<file path="config.mk">
export PLATFORM = sky130hd
export DESIGN_NAME = mem_bridge
export DESIGN_NICKNAME = d
export VERILOG_FILES = /design/src/rtl/mem_bridge.sv
export SDC_FILE = /design/constraint.sdc
export NUM_CORES = 1
export LEC_CHECK = 0
export ABC_AREA = 1
export BUFFER_PORTS_ARGS = -buffer_cell sky130_fd_sc_hd__buf_2
export CAP_MARGIN = 20
export CORE_MARGIN = 2
export CORE_UTILIZATION = 30
export CTS_CLUSTER_DIAMETER = 50
export CTS_CLUSTER_SIZE = 8
export DETAILED_ROUTE_END_ITERATION = 7
export GPL_TIMING_DRIVEN = 1
export PLACE_DENSITY_LB_ADDON = 0.3
export SLEW_MARGIN = 10
export SYNTH_ARGS = -nofsm -noshare
export SYNTH_HDL_FRONTEND = slang
export SYNTH_SLANG_ARGS = --single-unit
</file>
<file path="constraint.sdc">
create_clock -name i_clk -period 2.65 [get_ports i_clk]
set_input_delay 0.1325 -clock i_clk [delete_from_list [all_inputs] [get_ports i_clk]]
set_output_delay 0.1325 -clock i_clk [all_outputs]
set_load 0.005 [all_outputs]
</file>
<file path="src/rtl/mem_bridge.sv">
// M-stage memory bridge: turns a load/store into a single bus transaction and
// holds the pipeline frozen until the bus completes or the access times out.
module mem_bridge #(
  parameter int TIMEOUT = 255
) (
  input  logic        i_clk,
  input  logic        i_reset,
  input  logic        i_mem_rd,
  input  logic [3:0]  i_mem_we,
  input  logic [31:0] i_addr,
  input  logic [31:0] i_wdata,
  input  logic        i_bus_ready,
  input  logic [31:0] i_bus_rdata,
  output logic        o_bus_req,
  output logic [31:0] o_bus_addr,
  output logic [3:0]  o_bus_we,
  output logic [31:0] o_bus_wdata,
  output logic [31:0] o_load_data,
  output logic        o_stall,
  output logic        o_err
);

  localparam int CW = $clog2(TIMEOUT + 1);

  typedef enum logic [1:0] {S_IDLE, S_BUSY, S_DONE} state_t;

  state_t        r_state;
  state_t        w_next;
  logic          w_access;
  logic          w_last;
  logic [31:0]   w_wdata_aln;
  logic [CW-1:0] r_cnt;
  logic          r_rd;
  logic          r_bus_req;
  logic [31:0]   r_bus_addr;
  logic [3:0]    r_bus_we;
  logic [31:0]   r_bus_wdata;
  logic [31:0]   r_load_data;
  logic          r_err;

  assign w_access    = i_mem_rd | (|i_mem_we);
  assign w_last      = (r_cnt == CW'(TIMEOUT - 1));
  assign w_wdata_aln = i_wdata << {i_addr[1:0], 3'b000};

  always_ff @(posedge i_clk) begin
    if (i_reset) r_state <= S_IDLE;
    else         r_state <= w_next;
  end

  always_comb begin
    w_next = r_state;
    case (r_state)
      S_IDLE:  if (w_access) w_next = S_BUSY;
      S_BUSY:  if (i_bus_ready || w_last) w_next = S_DONE;
      S_DONE:  w_next = S_IDLE;
      default: w_next = S_IDLE;
    endcase
  end

  // DONE releases the stall so the pipeline advances while load_data is valid
  always_comb begin
    o_stall = 1'b0;
    if (!i_reset) begin
      case (r_state)
        S_IDLE:  o_stall = w_access;
        S_BUSY:  o_stall = 1'b1;
        default: o_stall = 1'b0;
      endcase
    end
  end

  always_ff @(posedge i_clk) begin
    if (i_reset) begin
      r_cnt       <= '0;
      r_rd        <= 1'b0;
      r_bus_req   <= 1'b0;
      r_bus_addr  <= '0;
      r_bus_we    <= '0;
      r_bus_wdata <= '0;
      r_load_data <= '0;
      r_err       <= 1'b0;
    end else begin
      case (r_state)
        S_IDLE: begin
          if (w_access) begin
            r_bus_req   <= 1'b1;
            r_bus_addr  <= {i_addr[31:2], 2'b00};
            r_bus_we    <= i_mem_we;
            r_bus_wdata <= w_wdata_aln;
            r_rd        <= i_mem_rd;
            r_cnt       <= '0;
          end
        end
        S_BUSY: begin
          // a completion in the last allowed cycle beats the timeout
          if (i_bus_ready) begin
            r_bus_req <= 1'b0;
            if (r_rd) r_load_data <= i_bus_rdata;
          end else if (w_last) begin
            r_bus_req <= 1'b0;
            r_err     <= 1'b1;
            if (r_rd) r_load_data <= '0;
          end else begin
            r_cnt <= r_cnt + CW'(1);
          end
        end
        default: ;
      endcase
    end
  end

  assign o_bus_req   = r_bus_req;
  assign o_bus_addr  = r_bus_addr;
  assign o_bus_we    = r_bus_we;
  assign o_bus_wdata = r_bus_wdata;
  assign o_load_data = r_load_data;
  assign o_err       = r_err;

endmodule
</file>
Word level (Yosys, flattened, before mapping)
Index checks and enable logic that the tools add are counted.
- add/sub/neg operators: 1
- eq/ne operators: 7
- shifts and indexed selects: 1
- muxes and demuxes: 17
- bitwise gates (word level): 2
- reductions and logical operators: 11
- operator list (kind ; number):
    two-way mux 32 bit ; 4
    left shift 32 x 5 -> 32 bit ; 1
    two-way mux 8 bit ; 3
    one-hot mux 8 bit (2 select lines) ; 1
    AND reduction 3 bit ; 3
    adder 8 x 1 -> 8 bit, second input constant ; 1
    == test 8 bit, second input constant ; 1
    != test 2 bit, second input constant ; 4
    two-way mux 1 bit ; 4
    two-way mux 2 bit ; 2
    one-hot mux 1 bit (2 select lines) ; 2
    one-hot mux 2 bit (2 select lines) ; 1
    AND reduction 2 bit ; 2
    AND reduction 4 bit ; 1
    nonzero test 2 bit ; 2
    OR reduction 4 bit ; 1
    != test 3 bit, second input constant ; 1
    == test 2 x 1 -> 1 bit, second input constant ; 1
    logical NOT 2 bit ; 1
    logical OR 1 bit ; 1
    inverter 1 bit ; 1
    OR 1 bit ; 1
- bits in registers: 111
- input port bits: 104
- output and inout bits: 103
- word-level logic and storage cells: 48

Depth between registers and ports, before layout
Gate-level depths: netlist (run 1).
- word-level depth: 4
- gate-level depth with buffers: 11

Worst setup path before layout (run 1)
Ideal clock, no wire load.
- path kind: register to register
- from: register r_cnt[0]
- to: register r_cnt[4]
- arrival time: 1.282 ns
- required time: 2.534 ns
- setup slack: 1.252 ns
- stages on the path, launching flop included: 11
- cells stage by stage: dfxtp_1 > inv_1 > ha_1 > nand2_1 > nor2_2 > nand2_2 > nand2_2 > nand2_1 > buf_2 > o21ai_0 > nor2_1
- longest elaborated chain between the ends: 4
- elaborated cells between the ends (all ways): 7
- ends and longest elaborated chain (item ; line ; RTL):
    start, declared ; 32 ; logic [CW-1:0] r_cnt;
    start signal, assigned ; 104 ; r_cnt <= r_cnt + CW'(1);
    adder 8 x 1 -> 8 bit ; 104 ;
    two-way mux 8 bit ; 99 ; end else if (w_last) begin
    two-way mux 8 bit ; 96 ; if (i_bus_ready) begin
    one-hot mux 8 bit (2 select lines) ; 83 ; case (r_state)
Parallel ways exist; a longest one is shown, timed or not. The select of a mux whose other input is x is not followed.
A chain may end at the register's enable or synchronous reset.

Final worst setup path (run 1)
- from: register r_state[1]
- to: output port o_stall
- longest elaborated chain between the ends: 3
- elaborated cells between the ends (all ways): 4
- ends and longest elaborated chain (item ; line ; RTL):
    start, declared ; 27 ; state_t r_state;
    start signal, assigned ; 47 ; else r_state <= w_next;
    == test 2 x 1 -> 1 bit or logical NOT 2 bit (tied branches) ; 64 ; case (r_state)
    one-hot mux 1 bit (2 select lines) (*) ; 64 ;
    two-way mux 1 bit (*) ; 63 ; if (!i_reset) begin
    end, declared ; 19 ; output logic o_stall,
Mark *: on every way between the ends. The rest lies on a longest branch, timed or not.

==> results of run 1 <==
-- metrics by stage --
stage                     worst slack, ns  util, %  instances  hold WS (ns)  area [um2]
after global placement              0.731     37.7       1171         0.385        6290
after floorplan                      1.25        -        794         0.280        5150
after detailed placement            0.638     37.7       1171         0.390        6290
final                               0.658     39.6       1188        0.0177        6610
after CTS                           0.620     39.6       1188       0.00372        6610
after global routing                0.431     39.6       1188        0.0345        6610
-- flip-flops by register name (all words and copies together), names as in the netlist --
signal	flops
o_bus_addr	30
o_bus_req	1
o_bus_wdata	32
o_bus_we	4
o_err	1
o_load_data	32
r_cnt	8
r_rd	1
r_state	2
-- layer usage --
metal  GRT usage [%]  up-vias  wire length (um)
met5               0        -                 0
met4            5.79        0               236
met3            3.00       14               848
met2            26.2      145              7010
met1            22.0     2333              7030
li1                -     2810                 -
-- power by group --
part	leakage (nW)	internal [W]	switching, W	total [W]
Sequential	0.914	0.00181	0.0000689	0.00188
Clock	0.152	0.000754	0.000686	0.00144
Combinational	2.31	0.000300	0.000467	0.000767
-- cell usage in the layout, fill, tap and decap left out, types with 2 or more instances in the layout --
| master | count |
|---|---|
| dfxtp_1 | 111 |
| nand2_1 | 175 |
| buf_2 | 204 |
| conb_1 | 2 |
| a21oi_1 | 25 |
| ha_1 | 2 |
| o211ai_1 | 2 |
| nand2_2 | 4 |
| inv_2 | 5 |
| nor2_1 | 179 |
| o21ai_0 | 81 |
| clkbuf_16 | 9 |
| buf_12 | 2 |
| nor3_1 | 7 |
| buf_4 | 8 |
| nand4_1 | 32 |
| inv_6 | 5 |
| nand3_1 | 23 |
| inv_1 | 81 |
-- cell families (layout without fill, tap and decap cells) --
logic type	count (synthesis)	in the layout	share of synthesized area [%]
buffers and inverters	144	318	11.3
other	1	2	0.0729
flip-flops	111	111	43.2
AO/OA/AOI/OAI	111	111	11.0
adder cells (fa/ha/maj)	2	2	0.486
AND/OR/NAND/NOR	424	424	34.0
-- final timing paths --
path | to | startpoint | cells past startpoint | slack (ns)
worst max-delay path | o_stall | r_state[1]$_SDFFE_PP0P_ | 5 | 0.66
worst min-delay path | o_bus_addr[22]$_SDFFE_PP0P_ | i_addr[22] | 3 | 0.02
worst max register to register | o_load_data[10]$_SDFFE_PP0P_ | r_cnt[0]$_SDFFE_PP0P_ | 10 | 0.67
worst min register to register | o_bus_we[2]$_SDFFE_PP0P_ | o_bus_we[2]$_SDFFE_PP0P_ | 2 | 0.46
-- tightest hold or removal path: cells and delay by family --
family / cells / cell delay (ns)
AO/OA/AOI/OAI: 1 / 0.07
AND/OR/NAND/NOR: 1 / 0.07
buffers and inverters: 1 / 0.07
-- cell type report --
type	instances	area, um2
Clock inverter	7	82.6
Tap cell	220	275
Inverter	87	327
Sequential cell	111	2220
Timing Repair Buffer	215	1130
Multi-Input combinational cell	539	2350
Clock buffer	9	225
Fill cell	1872	10100
==> metrics.yaml, run 1 <==
yosys_warnings: 0
cts.repair.resized: 0
cts_sinks: 111
clkLatencyLatePin_ns: 0.36
die_h_um: 135
place_hpwl_um: 10600
status: "complete, no violations"
wirelength_um: 15100
post_drt_via_cell_ratio: 4.46
area_delta_synth_final_pct: 28.5
grt_pass1_wl_um: 23800
initial_core_util_pct: 30.8
ys.flop_type: "dfxtp_1"
period_share_pct: 75.2
dieArea_mm2: 0.0182
cp_top_family: "buffers and inverters"
yosys.area.top_type: "dfxtp_1"
clock_skew_ns: 0.00698
rows: 47
cts_tree: "yes"
synth_edf_count: 0
ys_ff_latch: 111
io_buffer_count: 204
setup_viol: 0
die_x_um: 135
drt_iter0_drc: 326
cts_max_path_buffers: 2
cap_violations: 0
syn-cell-area_mm2: 0.00515
root_buffer: "clkbuf_16"
min_period_ns: 1.99
synth_top_area_share_pct: 43.2
grt_usage_pct: 16.3
ys_async_sr_fraction_pct: 0
htreeDepth: 3
worst_pin_slew_ns: 0.655
synth.most_common_cell: "nor2_1"
cpMaxStageDelayCell: "nor2_1"
synth_area_leaders: "dfxtp_1 43%, nor2_1 13%, nand2_1 13%, o21ai_0 7.9%, inv_1 6.0%"
drc_errors: 0
grt_pass1_vias: 4664
crit_path_end_kind: "output port"
numCtsBuffers: 9
cp.arrival_ns: 1.86
ys_top_cells_by_count: "179 x nor2_1, 176 x nand2_1, 111 x dfxtp_1"
finalNetCount: 1069
critPathBufInv: 2
syn_inst: 793
antenna_cells: 0
power_density_mw_per_mm2: 618
tns_ns: 0
p_leak_nw: 3.38
required_ns: 2.52
gp_congestion: 0.805
grt_max_degree: 56
fin_total_pwr_w: 0.00408
seq_area_frac_synth_pct: 43.2
drv_slew: 0
post_cts_buffers: 0
yosysUniqueCellTypes: 26
core-area_mm2: 0.0167
top_level_ports: 207
vias: 5302
first_pass_iters: 5
grt_overflow: 0
antenna_found_initial: 0
ctsHoldBuffers: 1
path_class: "flop to output port"
cpPeakStageDelay_ns: 0.33
worst-path-max-fanout: 55
drive_above_1_share_pct: 25.1
rsz0062_at_grt: "no"
min_path_type: "input port to flop"
finalHoldViolCount: 0
maxSlewHeadroom_pct: 56.3
peakVddDrop_v: 0.000310
wire_per_inst_um: 12.7
ant_nets: 0
avgSynthCellArea_um2: 6.49
clkTransAtPathRegs_ns: 0.08
cp_cell_sequence: "nor2_1 > nand2_2 > buf_4 > a21oi_1 > buf_2"
fmax_mhz: 502
worst_setup_path_start_kind: "flop"
Note: power is estimated with default switching activity, not from simulation.
==> run 2: changes to the inputs <==
==> constraint.sdc (replaced) <==
create_clock -name i_clk -period 2 [get_ports i_clk]
set_input_delay 0.1 -clock i_clk [delete_from_list [all_inputs] [get_ports i_clk]]
set_output_delay 0.1 -clock i_clk [all_outputs]
set_load 0.005 [all_outputs]
==> run 2 against run 1 <==
Total power is 35% higher. Sequential share of layout area down 1.0 points. Non-clock buffer count rose by 19. Clock skew is 0.0012 ns lower. Register-to-register slack worse by 0.43 ns. Critical path depth increased by 5. Final cell count is 1.6% higher. Critical path type is now flop to flop. First-iteration DRC count grew 9.8%. Largest cell class unchanged.
==> metrics.yaml, run 2 (same netlist as run 1, synthesis figures left out) <==
clkLatencyLatePin_ns: 0.35  # about the same
met3_usage_pct: 2.93  # -0.075 points
r2r_slack_ns: 0.24  # -0.43 ns
peakVddDrop_v: 0.000392  # +27%
antenna_found_initial: 1  # +1
cts.repair.resized: 0  # unchanged
io_buffer_count: 204  # unchanged
clock_skew_ns: 0.00582  # -0.00116 ns
finalHoldViolCount: 0  # unchanged
first_pass_iters: 4  # -1
period_share_pct: 87.8
tns_ns: 0  # unchanged
root_buffer: "clkbuf_16"
cts_tree: "yes"
crit_path_end_kind: "flop"
fin_area_mm2: 0.00682  # +3.1%
grt_pass1_vias: 4747  # +1.8%
gp_congestion: 0.835  # +3.7%
placed_area_mm2: 0.00633  # +0.56%
post_drt_via_cell_ratio: 4.45  # -0.33%
grt_overflow: 0  # unchanged
status: "complete, no violations"
htreeDepth: 3  # unchanged
dieArea_mm2: 0.0182  # unchanged
crit_start: "r_cnt[0]$_SDFFE_PP0P_"
p_leak_nw: 3.46  # +2.4%
min_from: "i_addr[31]"
drv_slew: 0  # unchanged
fin_total_pwr_w: 0.00550  # +35%
fmax_mhz: 569
numCtsBuffers: 9  # unchanged
post_cts_buffers: 0  # unchanged
vias: 5369  # +1.3%
wire_per_inst_um: 12.8  # +0.54%
cts_max_path_buffers: 2  # unchanged
clkTransAtPathRegs_ns: 0.07  # about the same
setup_viol: 0  # unchanged
use_met2_pct: 25.9  # -0.25 points
area_delta_synth_final_pct: 32.5
r2r-start: "r_cnt[0]$_SDFFE_PP0P_"
r2r_cells: 10  # unchanged
grt_pass1_wl_um: 24200  # +1.8%
grt_usage_pct: 16.6  # +0.30 points
cts_sinks: 111  # unchanged
power_density_mw_per_mm2: 807  # +31%
cpPeakStageDelay_ns: 0.35  # +0.02 ns
worst_hold_slack_ns: 0.0135  # -0.00423 ns
holdPathStages: 3  # unchanged
worst-path-max-fanout: 32  # -42%
rsz0062_at_grt: "no"
worst_setup_path_start_kind: "flop"
initial_core_util_pct: 30.8  # unchanged
required_ns: 2.28  # -0.24 ns
path_class: "flop to flop"
wirelength_um: 15500  # +2.1%
busiest_layer: "met2"
die_h_um: 135  # unchanged
cp_cell_sequence: "inv_1 > ha_1 > nand2_1 > nor2_2 > nand2_2 > nand2_4 > nand3_4 > nand2_1 > inv_2 > nor2_1"
met1_usage_pct: 22.8  # +0.73 points
die_x_um: 135  # unchanged
min_path_type: "input port to flop"
cap_violations: 0  # unchanged
drive_above_1_share_pct: 24.6  # -0.46 points
crit_top_cell: "nand2_1"
top_level_ports: 207  # unchanged
drc_errors: 0  # unchanged
cp.arrival_ns: 2.04  # +0.18 ns
core-area_mm2: 0.0167  # unchanged
grt_max_degree: 77  # +38%
min_period_ns: 1.76
cpMaxStageDelayCell: "nand3_4"
drt_iter0_drc: 358  # +9.8%
layout_common_cells: "204 x buf_2, 179 x nor2_1, 175 x nand2_1"
hold_end: "o_bus_addr[31]$_SDFFE_PP0P_"
layout_commonest_cell: "buf_2"
r2r-end: "o_load_data[9]$_SDFFE_PP0P_"
finalNetCount: 1088  # +1.8%
place_hpwl_um: 10600  # -0.16%
rows: 47  # unchanged
ant_nets: 0  # unchanged
## run 2: critical path: cells and delay by family (launching register included)
| kind | cells | cell delay (ns) |
|---|---|---|
| and+or+nand+nor | 7 | 1.07 |
| DFF | 1 | 0.34 |
| adders and majority gates | 1 | 0.15 |
| buffers and inverters | 2 | 0.13 |
## run 2: worst max-delay path by stage
| stage | cells after the start | end | slack [ns] |
|---|---|---|---|
| 6_report | 10 | o_load_data[9]$_SDFFE_PP0P_ | 0.24 |
| 3_5_place_dp | 10 | o_load_data[8]$_SDFFE_PP0P_ | 0.23 |
| 3_3_place_gp | 10 | o_load_data[8]$_SDFFE_PP0P_ | 0.31 |
| 5_1_grt | 10 | o_load_data[17]$_SDFFE_PP0P_ | 0.005 |
| 4_1_cts | 10 | o_load_data[8]$_SDFFE_PP0P_ | 0.22 |
| 2_1_floorplan | 10 | r_cnt[4]$_SDFFE_PP0P_ | 0.60 |
## run 2: cell type report
type | instances | area [um2]
antenna | 1 | 2.50
clock buffer | 12 | 246
clock inverter | 3 | 67.6
fill | 1819 | 9880
inverter | 87 | 327
multi-input combinational | 539 | 2350
sequential | 111 | 2220
tap | 220 | 275
timing repair buffer | 234 | 1330
## run 2: power by group
group	internal, W	switching [W]
registers	0.00240	0.0000898
logic	0.000430	0.000629
clock network	0.00113	0.000830
total	0.00395	0.00155
## run 2: through the flow
stage                     setup WS (ns)  instances  utilization (%)
after floorplan                   0.602        794                -
after global routing            0.00504       1207             40.8
after global placement            0.314       1174             37.9
after CTS                         0.216       1206             40.8
final                             0.244       1207             40.8
after detailed placement          0.232       1174             37.9
## run 2: layer usage
layer  vias up  share of wire [%]  wire length [um]
met4         0                1.8               279
met1      2373                 47              7260
met2       142                 46              7090
met5         -                  0                 0
li1       2837                  -                 -
met3        17                5.3               821
## run 2: repair_timing
action / 4_1_cts / 5_1_grt
setup endpoints to repair: 0 / 0
hold buffers: 17 / 0
hold endpoints to repair: 17 / 0
==> run 3: changes to the inputs <==
--- a/config.mk
+++ b/config.mk
@@ -14,6 +14,7 @@
 export CTS_CLUSTER_SIZE = 8
 export DETAILED_ROUTE_END_ITERATION = 7
 export GPL_TIMING_DRIVEN = 1
+export MAX_ROUTING_LAYER = met4
 export PLACE_DENSITY_LB_ADDON = 0.3
 export SLEW_MARGIN = 10
 export SYNTH_ARGS = -nofsm -noshare
==> run 3 against run 2 <==
Total power about the same. Clock skew about the same. Non-clock buffer count unchanged. Utilization unchanged. Worst setup slack worse by 0.014 ns. Die area unchanged. Worst hold slack worse by 0.0037 ns. Sequential share of layout area unchanged. Clock-buffer cell count unchanged. Final area unchanged. Fmax down 0.80%. First-iteration DRC count down 1.4%. Largest cell class unchanged. Largest power group unchanged. Highest routed layer unchanged.
==> metrics.yaml, run 3 (same netlist as run 1, synthesis figures left out) <==
finalHoldViolCount: 0  # unchanged
fillCellCount: 1819  # unchanged
worst_setup_path_start_kind: "flop"
place_hpwl_um: 10600  # unchanged
clkLatencyLatePin_ns: 0.35  # about the same
rows: 47  # unchanged
drv_slew: 0  # unchanged
dieArea_mm2: 0.0182  # unchanged
cp_cell_sequence: "inv_1 > ha_1 > nand2_1 > nor2_2 > nand2_2 > nand2_4 > nand3_4 > nand2_1 > inv_2 > nor2_1"
crit_path_end_kind: "flop"
drive_above_1_share_pct: 24.6  # unchanged
layout_commonest_cell: "buf_2"
worst_pin_slew_ns: 0.504
top_level_ports: 207  # unchanged
grt_pass1_wl_um: 24200  # -0.17%
first_pass_iters: 5  # +1
post_cts_buffers: 0  # unchanged
critPathBufInv: 2  # unchanged
fmax_mhz: 565  # -0.80%
drc_errors: 0  # unchanged
antenna_found_initial: 1  # unchanged
p_leak_nw: 3.46  # unchanged
htreeDepth: 3  # unchanged
vias: 5379  # +0.19%
status: "complete, no violations"
grt_usage_pct: 17.1  # +0.45 points
area_delta_synth_final_pct: 32.5  # unchanged
drt_iter0_drc: 353  # -1.4%
min_period_ns: 1.77  # +0.0141 ns
numCtsBuffers: 9  # unchanged
clock_skew_ns: 0.00598  # +0.000153 ns
gp_congestion: 0.849  # +1.7%
post_drt_via_cell_ratio: 4.46  # +0.19%
initial_core_util_pct: 30.8  # unchanged
period_share_pct: 88.5  # +0.70 points
root_buffer: "clkbuf_16"
power_density_mw_per_mm2: 807  # about the same
min_path_type: "input port to flop"
worst_hold_slack_ns: 0.00980  # -0.00368 ns
wirelength_um: 15400  # about the same
cpMaxStageDelayCell: "nand3_4"
crit_top_cell: "nand2_1"
cts_tree: "yes"
grt_overflow: 0  # unchanged
path_class: "flop to flop"
wire_per_inst_um: 12.8  # about the same
ant_nets: 0  # unchanged
cp.arrival_ns: 2.05  # about the same
die_x_um: 135  # unchanged
rsz0062_at_grt: "no"
maxSlewHeadroom_pct: 66.4
clkTransAtPathRegs_ns: 0.07  # about the same
fin_total_pwr_w: 0.00550  # about the same
cts.repair.resized: 0  # unchanged
cap_violations: 0  # unchanged
cts_sinks: 111  # unchanged
core-area_mm2: 0.0167  # unchanged
grt_pass1_vias: 4739  # -0.17%
cpPeakStageDelay_ns: 0.35  # about the same
peakVddDrop_v: 0.000396  # +0.87%
die_h_um: 135  # unchanged
grt_max_degree: 77  # unchanged
cp_top_family: "simple AND/OR/NAND/NOR gates"
worst-path-max-fanout: 32  # unchanged
io_buffer_count: 204  # unchanged
finalNetCount: 1088  # unchanged
layout_common_cells: "204 x buf_2, 179 x nor2_1, 175 x nand2_1"
setup_viol: 0  # unchanged
required_ns: 2.28  # about the same
cts_max_path_buffers: 2  # unchanged
tns_ns: 0  # unchanged
## run 3: cell counts in the layout (fill, tap and decap cells not counted)
Identical to the previous run, type by type.
## run 3: report_power, final
part           total (W)  leakage, nW  internal [W]  switching [W]
registers        0.00249        0.914       0.00240      0.0000898
logic            0.00106         2.39      0.000430       0.000629
clock network    0.00195        0.149       0.00113       0.000826
## run 3: stage by stage
step / util [%] / cell area, um2 / setup slack [ns] / std cells
after global routing: 40.8 / 6820 / 0.00503 / 1207
after detailed placement: 37.9 / 6330 / 0.232 / 1174
after floorplan: - / 5150 / 0.602 / 794
after global placement: 37.9 / 6330 / 0.314 / 1174
after CTS: 40.8 / 6810 / 0.216 / 1206
final: 40.8 / 6820 / 0.230 / 1207
## run 3: worst min-delay path: stages
cell	delay (ns)
buf_2	0.07
o21ai_0	0.07
nor2_1	0.08
## run 3: final timing paths
check | from | end | slack, ns | cells after the start
max | r_cnt[0]$_SDFFE_PP0P_ | o_load_data[8]$_SDFFE_PP0P_ | 0.23 | 10
min reg2reg | o_bus_we[0]$_SDFFE_PP0P_ | o_bus_we[0]$_SDFFE_PP0P_ | 0.47 | 2
min | i_addr[10] | o_bus_addr[10]$_SDFFE_PP0P_ | 0.01 | 3
max reg2reg | r_cnt[0]$_SDFFE_PP0P_ | o_load_data[8]$_SDFFE_PP0P_ | 0.23 | 10
## run 3: layer usage
layer	vias to the layer above	wire, um	global-route usage, %
li1	2839	-	-
met1	2366	7280	22.9
met2	151	6960	25.9
met3	23	847	2.67
met4	0	345	6.83
met5	-	0	-
## run 3: timing repair
| action | in CTS | in global routing |
|---|---|---|
| hold buffers | 17 | 0 |
| endpoints found under the setup margin | 0 | 0 |
| hold endpoints to repair | 17 | 0 |
## run 3: final cells by class
cell class | count | area (um2) | share of cell area [%]
multi-input combinational | 539 | 2350 | 34.5
clock inverter | 3 | 67.6 | 0.991
tap | 220 | 275 | 4.04
clock buffer | 12 | 246 | 3.62
inverter | 87 | 327 | 4.79
timing repair buffer | 234 | 1330 | 19.5
antenna | 1 | 2.50 | 0.0367
sequential | 111 | 2220 | 32.6
